`config.mk`:
```
export PLATFORM = sky130hd
export DESIGN_NAME = led_adc_sequencer
export DESIGN_NICKNAME = d
export VERILOG_FILES = /design/src/rtl/led_adc_sequencer.sv
export SDC_FILE = /design/constraint.sdc
export NUM_CORES = 1
export LEC_CHECK = 0
export BUFFER_PORTS_ARGS = -buffer_cell sky130_fd_sc_hd__buf_2
export CAP_MARGIN = 0
export CORE_MARGIN = 1.5
export CORE_UTILIZATION = 36
export CTS_CLUSTER_SIZE = 14
export DETAILED_ROUTE_END_ITERATION = 8
export RECOVER_POWER = 100
export SLEW_MARGIN = 20
export SYNTH_ARGS = -nofsm -noshare
export SYNTH_HDL_FRONTEND = slang
export SYNTH_SLANG_ARGS = --single-unit
```
`constraint.sdc`:
```
create_clock -name CLK -period 2.6 [get_ports CLK]
set_input_delay 0.13 -clock CLK [delete_from_list [all_inputs] [get_ports CLK]]
set_output_delay 0.13 -clock CLK [all_outputs]
set_load 0.05 [all_outputs]
```
`src/rtl/led_adc_sequencer.sv`:
```
// Alternating RED/IR LED drive with settle delay, one ADC conversion per phase and per-channel demux.
// CLK_Filter marks the IR phase so the downstream RED filter clocks on a stable sample.
module led_adc_sequencer #(
    parameter int PHASE_CYCLES  = 5000,
    parameter int SETTLE_CYCLES = 1000,
    parameter int ADC_W         = 8
) (
    input  logic             CLK,
    input  logic             rst_n,
    input  logic             Enable,
    input  logic             ADC_Done,
    input  logic [ADC_W-1:0] ADC_Data,
    output logic             LED_RED,
    output logic             LED_IR,
    output logic             ADC_Start,
    output logic [ADC_W-1:0] RED_ADC_Value,
    output logic [ADC_W-1:0] IR_ADC_Value,
    output logic             RED_Valid,
    output logic             IR_Valid,
    output logic             CLK_Filter,
    output logic             ADC_Err
);

    localparam int PC_W = (PHASE_CYCLES > 2) ? $clog2(PHASE_CYCLES) : 1;
    localparam logic [PC_W-1:0] PC_LAST     = PC_W'(PHASE_CYCLES - 1);
    localparam logic [PC_W-1:0] SETTLE_LAST = PC_W'(SETTLE_CYCLES - 1);

    typedef enum logic [2:0] {IDLE, RED_SETTLE, RED_CONV, IR_SETTLE, IR_CONV} state_t;

    state_t          st, st_nx;
    logic [PC_W-1:0] pc, pc_nx;
    logic            cap, cap_nx;
    logic            in_conv, phase_end, take;
    logic            led_red_d, led_ir_d, start_d, cf_d, red_v_d, ir_v_d, err_d;

    assign in_conv   = (st == RED_CONV) || (st == IR_CONV);
    assign phase_end = (st != IDLE) && (pc == PC_LAST);
    // Only the first Done of a conversion window is taken; later ones in the phase are dropped.
    assign take      = in_conv && !cap && ADC_Done;

    always_ff @(posedge CLK or negedge rst_n) begin
        if (!rst_n) begin
            st            <= IDLE;
            pc            <= '0;
            cap           <= 1'b0;
            LED_RED       <= 1'b0;
            LED_IR        <= 1'b0;
            ADC_Start     <= 1'b0;
            CLK_Filter    <= 1'b0;
            RED_Valid     <= 1'b0;
            IR_Valid      <= 1'b0;
            ADC_Err       <= 1'b0;
            RED_ADC_Value <= '0;
            IR_ADC_Value  <= '0;
        end else begin
            st         <= st_nx;
            pc         <= pc_nx;
            cap        <= cap_nx;
            LED_RED    <= led_red_d;
            LED_IR     <= led_ir_d;
            ADC_Start  <= start_d;
            CLK_Filter <= cf_d;
            RED_Valid  <= red_v_d;
            IR_Valid   <= ir_v_d;
            ADC_Err    <= err_d;
            if (red_v_d) RED_ADC_Value <= ADC_Data;
            if (ir_v_d)  IR_ADC_Value  <= ADC_Data;
        end
    end

    always_comb begin
        st_nx  = st;
        pc_nx  = pc;
        cap_nx = cap;
        case (st)
            IDLE: begin
                pc_nx  = '0;
                cap_nx = 1'b0;
                if (Enable) st_nx = RED_SETTLE;
            end
            RED_SETTLE, IR_SETTLE: begin
                pc_nx = pc + PC_W'(1);
                if (pc == SETTLE_LAST) st_nx = (st == RED_SETTLE) ? RED_CONV : IR_CONV;
            end
            RED_CONV, IR_CONV: begin
                pc_nx = pc + PC_W'(1);
                if (take) cap_nx = 1'b1;
                if (phase_end) begin
                    pc_nx  = '0;
                    cap_nx = 1'b0;
                    if (st == RED_CONV) st_nx = IR_SETTLE;
                    else                st_nx = Enable ? RED_SETTLE : IDLE;
                end
            end
            default: begin
                st_nx  = IDLE;
                pc_nx  = '0;
                cap_nx = 1'b0;
            end
        endcase
    end

    // Outputs are registered from the next state so they line up with the cycle's pc.
    always_comb begin
        led_red_d = ((st_nx == RED_SETTLE) || (st_nx == RED_CONV)) && (pc_nx != '0);
        led_ir_d  = ((st_nx == IR_SETTLE)  || (st_nx == IR_CONV))  && (pc_nx != '0);
        cf_d      = (st_nx == IR_SETTLE) || (st_nx == IR_CONV);
        start_d   = ((st == RED_SETTLE) || (st == IR_SETTLE)) && (pc == SETTLE_LAST);
        red_v_d   = take && (st == RED_CONV);
        ir_v_d    = take && (st == IR_CONV);
        err_d     = ADC_Err || (in_conv && phase_end && !cap && !ADC_Done);
    end

endmodule

```
==> results of run 1 <==
==> per-stage QoR <==
stage	power (mW)	area, sq um	hold slack [ps]	worst slack [ps]	instances
after floorplan	0.636	1910	-166	882	201
after detailed placement	0.658	2140	299	545	300
after global routing	1.12	2210	39.4	365	309
final	1.07	2210	42.0	517	309
after global placement	0.659	2140	306	562	300
after CTS	1.09	2240	33.0	530	309
==> worst max-delay path: stages, from the launching register on <==
cell and delay, ps:
dfrtp_1 470, nor4_1 430, nand3_1 210, a21oi_1 220
a2bb2oi_2 500, nor2_1 120
==> routing by layer <==
layer | part of all wire [%] | routed length [microns]
met1 | 50 | 1810
met2 | 44 | 1590
met3 | 5.2 | 188
met4 | 1.5 | 55
met5 | 0 | 0
==> kinds of logic after synthesis <==
logic type	count (synthesis)	share of synthesized area (%)
mux	2	1.05
buf+inv	13	3.34
fa+ha+maj	1	0.655
simple gates	112	29.2
flops	40	52.4
xor+xnor	13	5.96
compound gates	20	7.41
==> power groups by stage <==
stage	Clock, mW	Sequential [mW]	Combinational [mW]
floorplan	0	0.634	0.00153
global placement	0	0.634	0.0247
detailed placement	0	0.634	0.0244
CTS	0.440	0.621	0.0256
global route	0.469	0.622	0.0284
finish	0.419	0.622	0.0247
==> cell usage after synthesis, types with 3 or more instances <==
| cell | n | area (sq um) |
|---|---|---|
| buf_2 | 3 | 15.0 |
| and3_1 | 3 | 18.8 |
| dfrtp_1 | 40 | 1000 |
| o21ai_0 | 4 | 20.0 |
| a21oi_1 | 5 | 25.0 |
| and2_1 | 3 | 18.8 |
| inv_1 | 5 | 18.8 |
| nand3_1 | 6 | 30.0 |
| nand2_1 | 60 | 225 |
| nor2b_1 | 4 | 25.0 |
| xor2_1 | 4 | 35.0 |
| xnor2_1 | 9 | 78.8 |
| nor2_1 | 20 | 75.1 |
==> layout make-up <==
type,count,area [sq um]
Clock buffer,6,82.6
Tap cell,70,87.6
Timing Repair Buffer,36,159
Multi-Input combinational cell,148,845
Fill cell,509,2900
Inverter,7,26.3
Sequential cell,40,1000
Clock inverter,2,10.0
==> path summary, 6_finish.rpt <==
| kind | slack [ps] | cells after the start | endpoint | startpoint |
|---|---|---|---|---|
| max | 520 | 5 | pc[4]$_DFF_PN0_ | pc[3]$_DFF_PN0_ |
| min | 40 | 3 | RED_ADC_Value[6]$_DFFE_PN0P_ | ADC_Data[6] |
| max reg2reg | 520 | 5 | pc[4]$_DFF_PN0_ | pc[3]$_DFF_PN0_ |
| min reg2reg | 470 | 2 | ADC_Err$_DFF_PN0_ | ADC_Err$_DFF_PN0_ |
| max in group asynchronous | 1440 | 2 | pc[10]$_DFF_PN0_ | rst_n |
| min in group asynchronous | 540 | 2 | IR_ADC_Value[7]$_DFFE_PN0P_ | rst_n |
==> sequential cells by signal, indices dropped and copies added, names as in the netlist <==
name	cells
RED_Valid	1
cap	1
RED_ADC_Value	8
ADC_Start	1
ADC_Err	1
LED_IR	1
CLK_Filter	1
st	3
IR_Valid	1
LED_RED	1
pc	13
IR_ADC_Value	8
==> metrics.cfg, run 1 <==
[outcome]
status=finished clean

[routing]
drt_iter0_drc=91
routed_via_density=4.64
avgRoutedWirePerCell_microns=11.8
drc=0
routed_wl_microns=3650
ant_nets=0
drt-pass1-iter-count=4
num_vias=1433

[sta]
period_minus_slack_ps=2080
drv_slew=0
final_hold_viol_count=0
relSlewSlack_pct=33.7
setup_tns_ps=0
max_freq_mhz=480
finClkSkew_ps=5.77
post-route-period-util_pct=80.1
setup_viol=0
tightest_slew_ps=994
grt_setup_unrepaired=false

[clock_tree]
cts_root_buf=clkbuf_8
clk_path_buf_depth=2
clk_pin_slew_worst_paths_ps=80
clock_sinks=40
htreeDepth=2
cts_hold_buf=1
tritoncts=built
cts_resized=0
clock_latency_ps=290
cts_setup_buffers=0
cts_inserted_buffers=5

[synthesis]
ys_seq_elements=40
synthDistinctLibCells=43
yosysSeqAreaShare_pct=52.4
syn_avg_cell_area_sq_um=9.50
ys_async_sr_fraction_pct=100
syn_area_sq_um=1910
synth_nets=214
netlist_instances=201
synthFlopType=dfrtp_1
synth_edf_count=0
yosys_warnings=0

[global_route]
use_met1_pct=18.6
antenna_found_initial=0
grt.busiest_layer=met2
grt_max_degree=41
grt_pass1_vias=1275
met3_usage_pct=3.70
use_met2_pct=20.7
grt_overflow_total=0
grtUsageTotal_pct=13.9
grt_pass1_wl_microns=5870

[setup_path]
required_ps=2750
end_kind=register
start_kind=register
path_class=register to register
arrival_ps=2240
path_max_fanout=13

[final_layout]
drive_gt1_share_pct=13.0
nNetsFinal=251
layout_commonest_cell=nand2_1
layout_common_cells=nand2_1 (60), dfrtp_1 (40), clkbuf_1 (23), nor2_1 (20), buf_2 (10)
finish.utilization_pct=43.3
antenna_cells=0
area_growth_pct=15.8

[die]
die_y_microns=75.8
start_util_pct=37.4
coreArea_sq_um=5110
ios=35
die_area_sq_um=5750
row_count=26
die_w_microns=75.8

[power]
power_density_nw_per_um2=482
p_int_mw=0.841
ir_drop_v=0.000205
power_frac_seq_pct=58.3
combPwrFrac_pct=2.3
p_switching_mw=0.224
power.leakage_nw=1.05
pwr-share-clk_pct=39.3
swShare_pct=21.1

[place]
finalWeightedCongestion=0.745
portBuffers=34
place_hpwl_microns=2560

[job]
maxCapViolations=0

[worst_hold_path]
hold_class=input pin to register

Note: power is estimated with default switching activity, not from simulation.
==> inputs of run 2 (changes only) <==
clock period = 2.1 ns   (was 2.6 ns; I/O delays follow)
==> metrics.cfg, run 2 (synthesis gave the netlist of run 1 again) <==
[routing]
routed_wl_microns=3890
routed_via_density=4.74
drt-pass1-iter-count=4
num_vias=1483
drt_iter0_drc=95
ant_nets=0
avgRoutedWirePerCell_microns=12.4
drc=0

[sta]
finClkSkew_ps=8.84
tightest_slew_ps=976
period_minus_slack_ps=1970
setup_viol=0
final_hold_viol_count=0
setup_tns_ps=0
drv_slew=0
max_freq_mhz=508
grt_setup_unrepaired=false
relSlewSlack_pct=34.9
post-route-period-util_pct=93.7
setup_ws_ps=132

[setup_path]
path_class=register to register
path_max_fanout=6
required_ps=2270
path_cells=ha_1, nand2_1, nor4_2, o2111ai_1, nor4b_2, a22oi_1
max_stage_delay_ps=430
critPathSlowestCell=nor4b_2
cp_num_buf_inv=0
end_kind=register
critical-path-top-delay-family=simple AND/OR/NAND/NOR gates
arrival_ps=2140
start_kind=register

[final_layout]
nFillCells=515
largest-register=pc
antenna_cells=0
nNetsFinal=255
area_growth_pct=18.8
reg_top3=pc: 13 flops, IR_ADC_Value: 8 flops, RED_ADC_Value: 8 flops
drive_gt1_share_pct=14.0
layout_commonest_cell=nand2_1
largest_reg_flops=13
layout_common_cells=nand2_1 (60), dfrtp_1 (40), clkbuf_1 (24), nor2_1 (20), buf_2 (10)

[place]
place_hpwl_microns=2820
portBuffers=34
post-place-ws_ps=140
finalWeightedCongestion=0.817

[power]
power_density_nw_per_um2=626
ir_drop_v=0.000256
power.leakage_nw=1.08

[die]
row_count=26
coreArea_sq_um=5110
ios=35
die_area_sq_um=5750
die_w_microns=75.8
die_y_microns=75.8
start_util_pct=37.4

[clock_tree]
clock_latency_ps=300
cts_root_buf=clkbuf_8
htreeDepth=2
cts_resized=0
tritoncts=built
clock_sinks=40
cts_inserted_buffers=5
cts_setup_buffers=0
clk_pin_slew_worst_paths_ps=80
clk_path_buf_depth=2

[outcome]
status=finished clean

[global_route]
antenna_found_initial=0
grt_pass1_vias=1372
grt_pass1_wl_microns=6190
grt_max_degree=41
grt_overflow_total=0
grtUsageTotal_pct=14.6

[worst_hold_path]
hold_class=input pin to register

[job]
maxCapViolations=0

## run 2: cell types whose count changed in the layout (fill, tap and decap cells not counted), sizes merged
cell / change
buf: +4
clkinv: -1
bufinv: +1
## run 2: per-stage QoR
stage	power [mW]	utilization, %	instances	hold slack, ps	cell area (sq um)
3_5_place_dp	0.815	42.7	304	286	2180
6_report	1.42	44.4	313	12.7	2270
5_1_grt	1.48	44.4	313	4.14	2270
4_1_cts	1.44	45.0	313	0.844	2300
3_3_place_gp	0.815	42.7	304	281	2180
2_1_floorplan	0.787	-	201	-191	1910
## run 2: cell type report
type | count | area, sq um | area share [%]
flip-flops and latches | 40 | 1000 | 44.1
multi-input cells | 148 | 845 | 37.2
repair buffers | 40 | 201 | 8.88
well taps | 70 | 87.6 | 3.86
clock buffers | 6 | 72.6 | 3.20
clock inverters | 2 | 35.0 | 1.54
inverters | 7 | 26.3 | 1.16
## run 2: worst paths after layout
kind	from	slack (ps)	depth (start not counted)	end
setup / recovery	pc[0]$_DFF_PN0_	130	6	LED_IR$_DFF_PN0_
hold / removal	ADC_Data[3]	10	3	RED_ADC_Value[3]$_DFFE_PN0P_
setup reg to reg	pc[0]$_DFF_PN0_	130	6	LED_IR$_DFF_PN0_
hold reg to reg	ADC_Err$_DFF_PN0_	470	2	ADC_Err$_DFF_PN0_
max in group asynchronous	rst_n	990	2	IR_ADC_Value[3]$_DFFE_PN0P_
min in group asynchronous	rst_n	510	2	RED_ADC_Value[7]$_DFFE_PN0P_
## run 2: repair_timing
item / 4_1_cts / 5_1_grt
endpoints found under the setup margin: 0 / 0
hold buffers: 1 / 0
endpoints found under the hold margin: 40 / 0
## run 2: worst min-delay path: cells and delay by family
kind / cells / cell delay (ps)
buf+inv: 1 / 90
simple gates: 2 / 80
## run 2: layer usage
layer,up-vias,wire length (microns),GRT usage [%]
met4,0,43,5.75
met2,28,1890,23.1
met5,-,0,0
li1,745,-,-
met3,3,182,5.42
met1,707,1770,18.1
## run 2: power breakdown
group | total [mW] | switching (mW) | internal [mW]
registers | 0.770 | 0 | 0.770
clock network | 0.619 | 0.267 | 0.353
logic | 0.0304 | 0.0207 | 0.00968
total | 1.42 | 0.287 | 1.13
==> inputs of run 3 (changes only) <==
ABC_AREA = 1   (was not set)
SLEW_MARGIN = 40   (was 20)
==> metrics.cfg, run 3 <==
[outcome]
status=finished clean

[place]
portBuffers=34
finalWeightedCongestion=0.833
post-place-ws_ps=252
place_hpwl_microns=3210

[final_layout]
nFillCells=566
layout_commonest_cell=nand2_1
multi_input_area_sq_um=764
layout_common_cells=nand2_1 (62), inv_1 (41), dfrtp_1 (40), nor2_1 (25), clkbuf_1 (25)
drive_gt1_share_pct=13.7
largest-register=pc
antenna_cells=0
reg_top3=pc: 13 flops, IR_ADC_Value: 8 flops, RED_ADC_Value: 8 flops
regArea_sq_um=1000
nNetsFinal=297
area_growth_pct=13.1
largest_reg_flops=13

[routing]
drc=0
routed_via_density=4.60
drt_iter0_drc=63
route.layer.met1.wl_microns=2010
num_vias=1632
routed_wl_microns=4130
drt-pass1-iter-count=4
routed.top_layer=met4
wl_met3_microns=205
avgRoutedWirePerCell_microns=11.6
route.met2.wl_microns=1880
ant_nets=0

[global_route]
grt_pass1_wl_microns=7360
grtUsageTotal_pct=15.3
grt_max_degree=26
antenna_found_initial=0
grt_overflow_total=0
grt_pass1_vias=1641

[synthesis]
ys_seq_elements=40
yosys-top-cells-area=dfrtp_1 (50%), nand2_1 (11%), inv_1 (7.3%)
synthFlopType=dfrtp_1
syn_area_sq_um=2000
yosys.area_share.xor_xnor_pct=1.76
syn_avg_cell_area_sq_um=8.25
yosysSeqAreaShare_pct=50.2
synth_most_common_cell=nand2_1
ys_async_sr_fraction_pct=100
netlist_instances=242
synth_compound_area_share_pct=9.78
synth.top_cell.area_share_pct=50.2
synth_mux_area_share_pct=0
yosys_warnings=0
synthDistinctLibCells=24
synth_common_cells=nand2_1 (60), dfrtp_1 (40), inv_1 (39)
synth_nets=255
synth-simple-area-share_pct=28.7
synthAdderAreaFrac_pct=0.627
synth_edf_count=0
synth_top_family_by_area=simple AND/OR/NAND/NOR gates
synth_area_leader_cell=dfrtp_1

[clock_tree]
clk_path_buf_depth=2
cts_root_buf=clkbuf_8
cts_resized=0
cts_inserted_buffers=5
cts_hold_buf=1
tritoncts=built
cts_setup_buffers=0
clock_latency_ps=290
htreeDepth=2
clk_pin_slew_worst_paths_ps=80
clock_sinks=40

[worst_hold_path]
hold_class=input pin to register

[power]
pwr-share-clk_pct=28.6
combPwrFrac_pct=21.0
swShare_pct=33.5
power_frac_seq_pct=50.4
power_density_nw_per_um2=784
power.leakage_nw=1.20
p_int_mw=1.18
ir_drop_v=0.000344
p_switching_mw=0.592

[die]
die_area_sq_um=6000
die_y_microns=77.5
coreArea_sq_um=5240
start_util_pct=38.1
ios=35
die_w_microns=77.5
row_count=26

[setup_path]
required_ps=2280
end_kind=register
path_max_fanout=7
path_cells=ha_1, nand2_2, inv_1, nand2_2, nor2_4, nand2_2, nand2_1, nand2_2, nand2_1, nand3_1, nor2_2, a21oi_1
path_common_cell=nand2_2
max_stage_delay_ps=430
cp_num_buf_inv=1
start_kind=register
critical-path-top-delay-family=simple AND/OR/NAND/NOR gates
arrival_ps=2060
critPathSlowestCell=dfrtp_1
path_class=register to register

[sta]
setup_ws_ps=226
setup_viol=0
tightest_slew_ps=1370
period_minus_slack_ps=1870
final_hold_viol_count=0
drv_slew=0
max_freq_mhz=534
grt_setup_unrepaired=false
post-route-period-util_pct=89.3
setup_tns_ps=0
relSlewSlack_pct=8.61
finClkSkew_ps=7.86

[job]
maxCapViolations=0

-- run 3: kinds of logic (layout without fill, tap and decap cells) --
family,after synthesis,count (layout)
AND/OR/NAND/NOR,123,123
buffers and inverters,44,87
flip-flops,40,40
adder cells (fa/ha/maj),1,1
AO/OA/AOI/OAI,30,30
XOR/XNOR,4,4
-- run 3: layout make-up --
cell class | count | share of cell area (%)
clock inverter | 3 | 0.831
clock buffer | 5 | 3.05
tap | 70 | 3.88
sequential | 40 | 44.3
inverter | 42 | 6.98
multi-input combinational | 158 | 33.9
timing repair buffer | 37 | 7.04
-- run 3: final timing paths --
check	from	end	slack, ps	depth (start not counted)
setup / recovery	pc[0]$_DFF_PN0_	LED_IR$_DFF_PN0_	230	12
hold / removal	ADC_Data[6]	RED_ADC_Value[6]$_DFFE_PN0P_	60	3
setup reg to reg	pc[0]$_DFF_PN0_	LED_IR$_DFF_PN0_	230	12
hold reg to reg	ADC_Err$_DFF_PN0_	ADC_Err$_DFF_PN0_	480	1
max in group asynchronous	rst_n	IR_Valid$_DFF_PN0_	460	3
min in group asynchronous	rst_n	pc[10]$_DFF_PN0_	650	2
-- run 3: worst min-delay path: stages --
cell,delay [ps]
buf_2,90
inv_1,50
o21ai_1,60
-- run 3: power by group through the flow --
| stage | sequential (mW) | combinational (mW) | clock [mW] |
|---|---|---|---|
| finish | 0.891 | 0.371 | 0.506 |
| global placement | 0.904 | 0.384 | 0 |
| global route | 0.901 | 0.414 | 0.564 |
| detailed placement | 0.904 | 0.384 | 0 |
| floorplan | 0.921 | 0.251 | 0 |
| CTS | 0.890 | 0.385 | 0.526 |
-- run 3: metrics by stage --
step	std cells	util (%)	hold slack (ps)	total power, mW	instance area [sq um]
5_1_grt	355	43.1	59.3	1.88	2260
3_5_place_dp	346	42.9	137	1.29	2250
6_report	355	43.1	63.7	1.77	2260
4_1_cts	355	44.7	70.3	1.80	2340
3_3_place_gp	346	42.9	137	1.29	2250
2_1_floorplan	242	-	-191	1.17	2000
-- run 3: routing by layer --
layer / vias up / global-route usage, %
met5: - / 0
met4: 0 / 4.00
met3: 7 / 3.41
met2: 42 / 24.2
met1: 750 / 21.1
li1: 833 / -
